==> src/rtl/serie_paralelo_sync.sv <==
// Serial-to-parallel receiver: assembles MSB-first WIDTH-bit words on clk_8f, locks after LOCK_COUNT commas.
// Define SERIE_PARALELO_DESKEW_EN to hunt for the comma at any bit offset and realign the word boundary.
//
// state  | meaning
// HUNT   | searching for the first comma, not locked
// SYNC   | counting consecutive commas toward lock
// ACTIVE | locked, payload words delivered with valid_out
module serie_paralelo_sync #(
    parameter int              WIDTH      = 8,
    parameter logic [WIDTH-1:0] COMMA     = 8'hBC,
    parameter int              LOCK_COUNT = 4,
    parameter int              CNT_W      = $clog2(LOCK_COUNT + 1)
) (
    input  logic             clk_8f,
    input  logic             reset,
    input  logic             data_in,
    output logic [WIDTH-1:0] data2send,
    output logic             valid_out,
    output logic             word_stb,
    output logic             active,
    output logic [CNT_W-1:0] BC_counter
);

    localparam int               BW     = (WIDTH > 1) ? $clog2(WIDTH) : 1;
    localparam logic [BW-1:0]    LAST   = BW'(WIDTH - 1);
    localparam logic [CNT_W-1:0] LOCK_V = CNT_W'(LOCK_COUNT);

    typedef enum logic [1:0] {
        HUNT   = 2'd0,
        SYNC   = 2'd1,
        ACTIVE = 2'd2
    } state_t;

    state_t           state, state_nx;
    logic [WIDTH-2:0] sr;
    logic [BW-1:0]    bitcnt, bitcnt_nx;
    logic [WIDTH-1:0] cand, data_nx;
    logic             boundary, is_comma;
    logic             valid_nx, stb_nx, active_nx;
    logic [CNT_W-1:0] bc_nx;

    // The word completes with the bit being sampled on this edge.
    assign cand     = {sr, data_in};
    assign boundary = (bitcnt == LAST);
    assign is_comma = (cand == COMMA);

    always_comb begin
        state_nx  = state;
        bitcnt_nx = boundary ? '0 : bitcnt + 1'b1;
        data_nx   = data2send;
        valid_nx  = 1'b0;
        stb_nx    = boundary;
        bc_nx     = BC_counter;
        case (state)
            HUNT: begin
`ifdef SERIE_PARALELO_DESKEW_EN
                if (is_comma) begin
                    bitcnt_nx = '0;
                    bc_nx     = CNT_W'(1);
                    state_nx  = (LOCK_COUNT == 1) ? ACTIVE : SYNC;
                end
`else
                if (boundary && is_comma) begin
                    bc_nx    = CNT_W'(1);
                    state_nx = (LOCK_COUNT == 1) ? ACTIVE : SYNC;
                end
`endif
            end
            SYNC: begin
                if (boundary) begin
                    if (is_comma) begin
                        bc_nx = BC_counter + 1'b1;
                        if (bc_nx == LOCK_V) state_nx = ACTIVE;
                    end else begin
                        bc_nx    = '0;
                        state_nx = HUNT;
                    end
                end
            end
            ACTIVE: begin
                bc_nx = LOCK_V;
                if (boundary) begin
                    data_nx  = cand;
                    valid_nx = !is_comma;
                end
            end
            default: begin
                state_nx = HUNT;
                bc_nx    = '0;
            end
        endcase
        // Lock is sticky: ACTIVE has no exit other than reset.
        active_nx = (state_nx == ACTIVE);
    end

    always_ff @(posedge clk_8f) begin
        if (reset) begin
            state      <= HUNT;
            sr         <= '0;
            bitcnt     <= '0;
            data2send  <= '0;
            valid_out  <= 1'b0;
            word_stb   <= 1'b0;
            active     <= 1'b0;
            BC_counter <= '0;
        end else begin
            state      <= state_nx;
            sr         <= cand[WIDTH-2:0];
            bitcnt     <= bitcnt_nx;
            data2send  <= data_nx;
            valid_out  <= valid_nx;
            word_stb   <= stb_nx;
            active     <= active_nx;
            BC_counter <= bc_nx;
        end
    end

endmodule

==> config.mk <==
export PLATFORM = sky130hd
export DESIGN_NAME = serie_paralelo_sync
export DESIGN_NICKNAME = d
export VERILOG_FILES = /design/src/rtl/serie_paralelo_sync.sv
export SDC_FILE = /design/constraint.sdc
export NUM_CORES = 1
export LEC_CHECK = 0
export CELL_PAD_IN_SITES_DETAIL_PLACEMENT = 0
export CELL_PAD_IN_SITES_GLOBAL_PLACEMENT = 1
export CORE_MARGIN = 1.5
export CORE_UTILIZATION = 45
export CTS_CLUSTER_SIZE = 16
export DETAILED_ROUTE_END_ITERATION = 7
export DONT_BUFFER_PORTS = 1
export GPL_TIMING_DRIVEN = 0
export PLACE_DENSITY = 0.79
export SLEW_MARGIN = 25
export SYNTH_ARGS = -nofsm -noshare
export SYNTH_HDL_FRONTEND = slang
export SYNTH_SLANG_ARGS = --single-unit
==> constraint.sdc <==
create_clock -name clk_8f -period 3.6 [get_ports clk_8f]
set_input_delay 0.72 -clock clk_8f [delete_from_list [all_inputs] [get_ports clk_8f]]
set_output_delay 0.72 -clock clk_8f [all_outputs]
set_load 0.005 [all_outputs]
After elaboration in Yosys (flattened, before gate mapping)
Cells that the tools add are included.
{"block": "totals", "register_bits": 26, "latchBits": 0, "ramBits": 0, "romBits": 0, "in_bits": 3, "out_inout_bits": 14, "elab_cells": 36, "mem_count": 0}
{"block": "classes", "addsub": 2, "mul": 0, "n_div": 0, "magnitude_cmp": 0, "n_eq_ne": 8, "shift": 0, "muxes": 9, "n_bitwise": 2, "reduce_logical": 7}
{"op": "$mux 3", "count": 3}
{"op": "$pmux 3 s3", "count": 1}
{"op": "$eq 8x8->1 const B", "count": 1}
{"op": "$mux 2", "count": 4}
{"op": "$add 3x1->3 const B", "count": 2}
{"op": "$eq 3x3->1 const B", "count": 2}
{"op": "$pmux 2 s3", "count": 1}
{"op": "$eq 2x2->1 const B", "count": 2}
{"op": "$ne 2x2->1 const B", "count": 2}
{"op": "$reduce_and 2->1", "count": 2}
{"op": "$reduce_or 3->1", "count": 1}
{"op": "$eq 2x1->1 const B", "count": 1}
{"op": "$logic_not 2->1", "count": 1}
{"op": "$not 1->1", "count": 2}
{"op": "$reduce_or 2->1", "count": 1}
{"op": "$logic_and 1x1->1", "count": 1}
{"op": "$logic_not 1->1", "count": 1}

Longest topological paths before layout
Gate-level depths: netlist of run 1.
{"block": "logic_depth", "depth_word": 7, "mapped_depth": 6, "mapped_depth_nobuf": 6}

Worst setup path after synthesis of run 1
No wires, ideal clock.
{"block": "synth_path", "path_kind": "input-to-reg", "startpoint": "input port data_in", "endpoint": "register state[0]", "setup_time_ns": 0.103, "t_arrival_ns": 1.504, "required_time_ns": 3.497, "setup_slack_ns": 1.993, "path_stages": 3, "n_path_buf": 0, "cell_sequence": "nor4_4 > nand2_2 > a2111oi_2"}
{"block": "synth_via", "elab_chain_cells": 4, "elab_cells_between_ends": 6, "classes_between": "1 x eq/ne; 4 x mux; 1 x reduce/logical"}
{"item": "start: declaration", "line_no": "16", "source": "input logic data_in,"}
{"item": "$eq 8x8->1 (*)", "line_no": "45", "source": "assign is_comma = (cand == COMMA);"}
{"item": "$mux 2 or $logic_and 1x1->1 (tied branches)", "line_no": "71, 63"}
{"item": "$mux 2 (on tied branches)", "line_no": "70, 63"}
{"item": "$pmux 2 s3 (*)", "line_no": "54", "source": "case (state)"}
{"item": "end signal: assignment", "line_no": "107", "source": "state <= state_nx;"}
{"item": "end: declaration", "line_no": "34", "source": "state_t state, state_nx;"}
Mark *: on every way between the ends. The rest lies on a longest branch, timed or not.
A chain may end at the register's enable or synchronous reset.

Worst setup path after layout of run 1
{"block": "layout_path", "startpoint": "register bitcnt[0]", "endpoint": "register data2send[7]"}
{"block": "layout_via", "elab_chain_cells": 2}
{"item": "start: declaration", "line_no": "36", "source": "logic [BW-1:0] bitcnt, bitcnt_nx;"}
{"item": "start signal: assignment", "line_no": "109", "source": "bitcnt <= bitcnt_nx;"}
{"item": "$eq 3x3->1", "line_no": "44", "source": "assign boundary = (bitcnt == LAST);"}
{"item": "via boundary", "line_no": "38", "source": "logic boundary, is_comma;"}
{"item": "$reduce_and 2->1 (no source line)"}
{"item": "end signal: assignment", "line_no": "110", "source": "data2send <= data_nx;"}
{"item": "end: declaration", "line_no": "17", "source": "output logic [WIDTH-1:0] data2send,"}
The timed path passes the listed nets, and every way through them passes these cells.

==> results.toml, run 1 <==
[status]
status = "finished, final reports clean"

[clocking]
clockBufferDepth = 2
clk_transition_reported_paths_ns = 0.14
post_cts_buffers = 0
cts-htree-levels = 1
cts.sinks = 26
cts_root_buf = "clkbuf_4"
cts_inserted_buffers = 3
tritoncts = "built"
cts_resized = 0
cts_hold_buffers = 0
clkLatencyLatePin_ns = 0.32

[synthesis]
synth-seq-area-share = 0.529
yosys.area.top_type = "dfxtp_1"
yosysTopAreaCellShare = 0.529
synth-seq-cells = 26
ys_top_cells_by_area = "dfxtp_1 (53%), mux2i_1 (7.1%), ha_1 (5.1%)"
synthCells = 92
yosys_warnings = 0
synth_nets = 99
netlist_area_sq_um = 985
synthDistinctLibCells = 27
synth_area_per_cell_sq_um = 10.7

[global_routing]
grt_max_degree = 16
antenna_found_initial = 0
grt_pass1_wl_mm = 2.78
grt_pass1_vias = 614
overflow = 0
grt_use_total = 0.145

[place]
dpl.hpwl_mm = 1.12
preCtsSetupSlack_ns = 1.89
place_inst = 119
place.gp.congestion = 0.804
io_buffers = 0

[critical_path]
r2r-start = "bitcnt[0]$_SDFF_PP0_"
startpoint = "bitcnt[0]$_SDFF_PP0_"
crit_path_max_fanout = 10
cp_data_arrival_time_ns = 1.79
start_kind = "flop"
setup.worst_path.class = "flop to flop"
cp-end-kind = "flop"
r2r_slack_ns = 2.02
critPathRequiredTime_ns = 3.81
reg2regPathDepth = 6
r2r_end = "data2send[7]$_SDFFE_PP0P_"

[hold_path]
hold_class = "flop to flop"
hp-start = "bitcnt[0]$_SDFF_PP0_"
hold_depth = 1
holdPathEnd = "bitcnt[0]$_SDFF_PP0_"

[timing]
fin_setup_tns_ns = 0
skew_ns = 0.00263
worst_slack_ns = 2.02
timing.hold.ws_ns = 0.435
rsz0062_at_grt = "no"
setup_violations = 0
hold_viol = 0
slew_violations = 0
worstMarginPinSlew_ns = 0.479
finalCriticalPeriod_ns = 1.58
relSlewSlack = 0.678
finalCritPeriodShare = 0.439
fmax_mhz = 633

[routing]
num_vias = 649
drc = 0
antenna_left = 0
dr.pass1.iters = 4
wirelength_mm = 1.59
drt_iter0_drc = 14
via_per_inst = 5.28
wire_per_inst_um = 13.0

[floorplanning]
initial_core_util = 0.492
core_sq_um = 2000
dieArea_sq_um = 2480
num_rows = 16
die_x_um = 49.8
boundaryPins = 17
die_y_um = 49.8

[run]
max_cap_viol_count = 0

[final_layout]
drive_above_1_share = 0.104
fin_nets = 104
diodes = 0
area_delta_synth_final_pct = 8.77
final_cells = 123
fin_util = 0.535
fill_cells = 195

[pwr]
power_density_nw_per_um2 = 484
p_leak_nw = 0.441
peakVddDrop_uv = 304
[power by group]
group	internal, mW	switching [mW]	leakage [nW]
Sequential	0.294	0.00598	0.211
Combinational	0.00976	0.00947	0.202
Clock	0.113	0.0858	0.0279
Total	0.417	0.101	0.441
[logic make-up after synthesis]
kind of cell,synth area share
AOI/OAI and AO/OA,0.0902
xor gates and xnor gates,0.00890
adders and majority gates,0.0508
buffers and inverters,0.0165
DFF,0.529
muxes,0.0712
and+or+nand+nor,0.234
[flip-flops by register name, indices dropped and copies added (netlist names)]
signal,flops
data2send,8
state,2
BC_counter,3
valid_out,1
bitcnt,3
word_stb,1
active,1
sr,7
[cell type report]
class	count	area [sq um]	area share
inverter	1	3.75	0.00350
tap	27	33.8	0.0315
buffer	3	12.5	0.0117
clock inverter	1	30.0	0.0280
sequential	26	520	0.486
multi-input combinational	62	448	0.418
clock buffer	3	22.5	0.0210
[worst max-delay path: stages (launching register included)]
cell     delay, ns
dfxtp_1       0.34
ha_1          0.20
ha_1          0.24
buf_2         0.21
nand2_2       0.23
mux2i_1       0.22
nor2_1        0.05
[cell usage after synthesis]
library cell	number
a21oi_1	3
ha_1	4
nor2_1	8
nand2b_4	1
a2111oi_2	1
nor4_4	1
nor2b_1	8
dfxtp_1	26
nand3_1	4
o41ai_1	1
nand4_1	1
o22ai_1	2
nand2_2	2
buf_2	1
o21a_1	1
mux2i_1	7
clkbuf_1	2
nor3_1	2
inv_1	1
a41o_1	1
and2b_1	1
a32o_1	2
nand2_1	6
xnor2_1	1
nand3b_1	1
nor3b_1	3
nand2b_1	1
[per-layer routing]
| layer | up-vias | track usage | wire length (um) |
|---|---|---|---|
| li1 | 332 | - | - |
| met1 | 304 | 0.206 | 816 |
| met2 | 13 | 0.200 | 706 |
| met3 | 0 | 0.0515 | 71 |
| met4 | 0 | 0.0556 | 0 |
| met5 | - | 0 | 0 |
[worst max path at each step]
stage | to | slack [ns] | cells past startpoint
floorplan | state[0]$_SDFF_PP0_ | 1.99 | 3
global placement | state[0]$_SDFF_PP0_ | 1.87 | 3
detailed placement | state[0]$_SDFF_PP0_ | 1.89 | 3
CTS | data2send[2]$_SDFFE_PP0P_ | 2.00 | 6
global route | active$_SDFF_PP0_ | 1.87 | 5
finish | data2send[7]$_SDFFE_PP0P_ | 2.02 | 6
[through the flow]
| step | total power [mW] | instance area [sq um] |
|---|---|---|
| CTS | 0.522 | 1070 |
| global route | 0.536 | 1070 |
| floorplan | 0.322 | 985 |
| global placement | 0.325 | 1020 |
| detailed placement | 0.326 | 1020 |
| finish | 0.518 | 1070 |
[placed cells by master (no fill, tap or decap), drive strengths merged]
master / n
nand4: 1
o22ai: 2
mux2i: 7
and2b: 1
a32o: 2
inv: 1
a21oi: 3
nor3b: 3
nand2b: 2
nor2: 8
nand3b: 1
a41o: 1
clkbuf: 5
nand3: 4
ha: 4
a2111oi: 1
nor3: 2
dfxtp: 26
xnor2: 1
o21a: 1
buf: 1
nor2b: 8
o41ai: 1
bufinv: 1
nand2: 8
nor4: 1
Power figures use the tool's default switching activity.
==> inputs of run 2 (changes only) <==
Settings changed: CORE_UTILIZATION 45 to 41, PLACE_DENSITY 0.79 to 0.76.
Clock period 3.6 ns to 1.31 ns, I/O delays scaled along.
==> run 2 against run 1 <==
Effect of this change: worst setup slack got worse by 2.1 ns; power increased to 2.5 times the previous value; design area increased by 21%; die area increased by 9.1%; first-iteration DRC count unchanged; via count increased by 11%; the run now ends with negative setup slack left; clock power increased by 110%; clock-buffer cell count increased by 1; sequential power increased to 2.8 times the previous value.
==> results.toml, run 2 (synthesis gave the netlist of run 1 again) <==
[critical_path]
start_kind = "flop"
r2r_slack_ns = -0.03
setup.worst_path.class = "flop to flop"
cp-end-kind = "flop"
crit_path_max_fanout = 5
critPathRequiredTime_ns = 1.54
cp_data_arrival_time_ns = 1.57

[global_routing]
antenna_found_initial = 0
grt_most_used_layer = "met2"
grt_pass1_wl_mm = 3.28
met1_usage = 0.216
met2_usage = 0.274
overflow = 0
grt_pass1_vias = 700
grt_max_degree = 15
grt_use_total = 0.172
use_met3 = 0.0316

[clocking]
cts_root_buf = "clkbuf_4"
clockBufferDepth = 2
clkLatencyLatePin_ns = 0.33
cts_inserted_buffers = 3
tritoncts = "built"
cts.sinks = 26
cts-htree-levels = 1
clk_transition_reported_paths_ns = 0.14

[timing]
finalCriticalPeriod_ns = 1.34
rsz0062_at_grt = "yes"
fmax_mhz = 744
worst_slack_ns = -0.0334
hold_viol = 0
finalCritPeriodShare = 1.03
worstMarginPinSlew_ns = 0.466
fin_setup_tns_ns = -0.0334
relSlewSlack = 0.690
setup_violations = 1
slew_violations = 0
skew_ns = 0.0117

[pwr]
power_density_nw_per_um2 = 1020
p_leak_nw = 0.525
peakVddDrop_uv = 573

[status]
status = "finished with violations"
violations = "negative setup slack"

[final_layout]
largest_reg_flops = 8
fill_cells = 192
final_cells = 136
fin_nets = 116
layout_commonest_cell = "dfxtp_1"
drive_above_1_share = 0.361
diodes = 0
top_regs = "data2send: 8 flops, sr: 7 flops"
top_register = "data2send"
area_delta_synth_final_pct = 31.8
mostFrequentLayoutCells = "dfxtp_1 (16), dfxtp_2 (10), nor2b_1 (8), nor2_1 (8), buf_4 (8)"

[floorplanning]
die_y_um = 52.0
num_rows = 17
boundaryPins = 17
die_x_um = 52.0
dieArea_sq_um = 2700
initial_core_util = 0.441
core_sq_um = 2230

[routing]
antenna_left = 0
num_vias = 723
drt_iter0_drc = 14
wire_per_inst_um = 16.0
via_per_inst = 5.32
wirelength_mm = 2.18
drc = 0
dr.pass1.iters = 4

[hold_path]
hold_class = "input port to flop"

[place]
place.gp.congestion = 0.697
place_inst = 120
io_buffers = 0
dpl.hpwl_mm = 1.22

[run]
max_cap_viol_count = 0
[run 2: cell types whose count changed in the layout (fill, tap and decap cells not counted), sizes merged]
| cell | delta |
|---|---|
| bufinv | -1 |
| clkbuf | +2 |
| dlygate4sd3 | +2 |
| buf | +8 |
| nand2 | +1 |
[run 2: cell type report]
| type | instances | area [sq um] | area share |
|---|---|---|---|
| multi-input cells | 63 | 557 | 0.429 |
| flip-flops and latches | 26 | 533 | 0.411 |
| repair buffers | 11 | 105 | 0.0810 |
| clock buffers | 4 | 36.3 | 0.0280 |
| well taps | 28 | 35.0 | 0.0270 |
| plain buffers | 3 | 27.5 | 0.0212 |
| inverters | 1 | 3.75 | 0.00289 |
[run 2: metrics by stage]
step	setup slack [ns]	utilization	hold WS, ns	total power [mW]	area (sq um)
after floorplan	-0.00745	-	0.338	0.884	1000
after global placement	-0.187	0.464	0.339	0.895	1040
after detailed placement	-0.158	0.464	0.343	0.897	1040
after CTS	-0.0897	0.519	0.00950	1.31	1160
after global routing	-0.0828	0.581	0.0469	1.37	1300
final	-0.0334	0.581	0.0536	1.32	1300
[run 2: metal layers]
metal  wire length (um)  share of wire
met4                 49          0.022
met5                  0              0
met3                 81          0.037
met1                987           0.45
met2               1060           0.49
[run 2: timing repair]
item                                    4_1_cts  5_1_grt
buffers inserted                              4        4
endpoints found under the hold margin         1        1
gates cloned                                  1        1
resized for setup                            12       15
endpoints found under the setup margin       13       13
pin swaps                                     4        6
hold buffers                                  1        1
[run 2: worst paths after layout]
path	from	end	depth (start not counted)
max	sr[5]$_SDFF_PP0_	state[0]$_SDFF_PP0_	5
min	data_in	sr[0]$_SDFF_PP0_	1
max reg2reg	sr[5]$_SDFF_PP0_	state[0]$_SDFF_PP0_	5
min reg2reg	bitcnt[0]$_SDFF_PP0_	bitcnt[0]$_SDFF_PP0_	1
[run 2: power breakdown]
group	leakage [nW]	switching (mW)	internal (mW)
Sequential	0.215	0.0224	0.811
Combinational	0.289	0.0365	0.0414
Clock	0.0210	0.237	0.170
Total	0.525	0.296	1.02
[run 2: worst max-delay path, cell delays in order (launching register included)]
cell and delay [ns]:
dfxtp_1 0.34, nand2b_4 0.14, nor4_4 0.21, buf_4 0.18, nand2_2 0.09, a2111oi_4 0.28
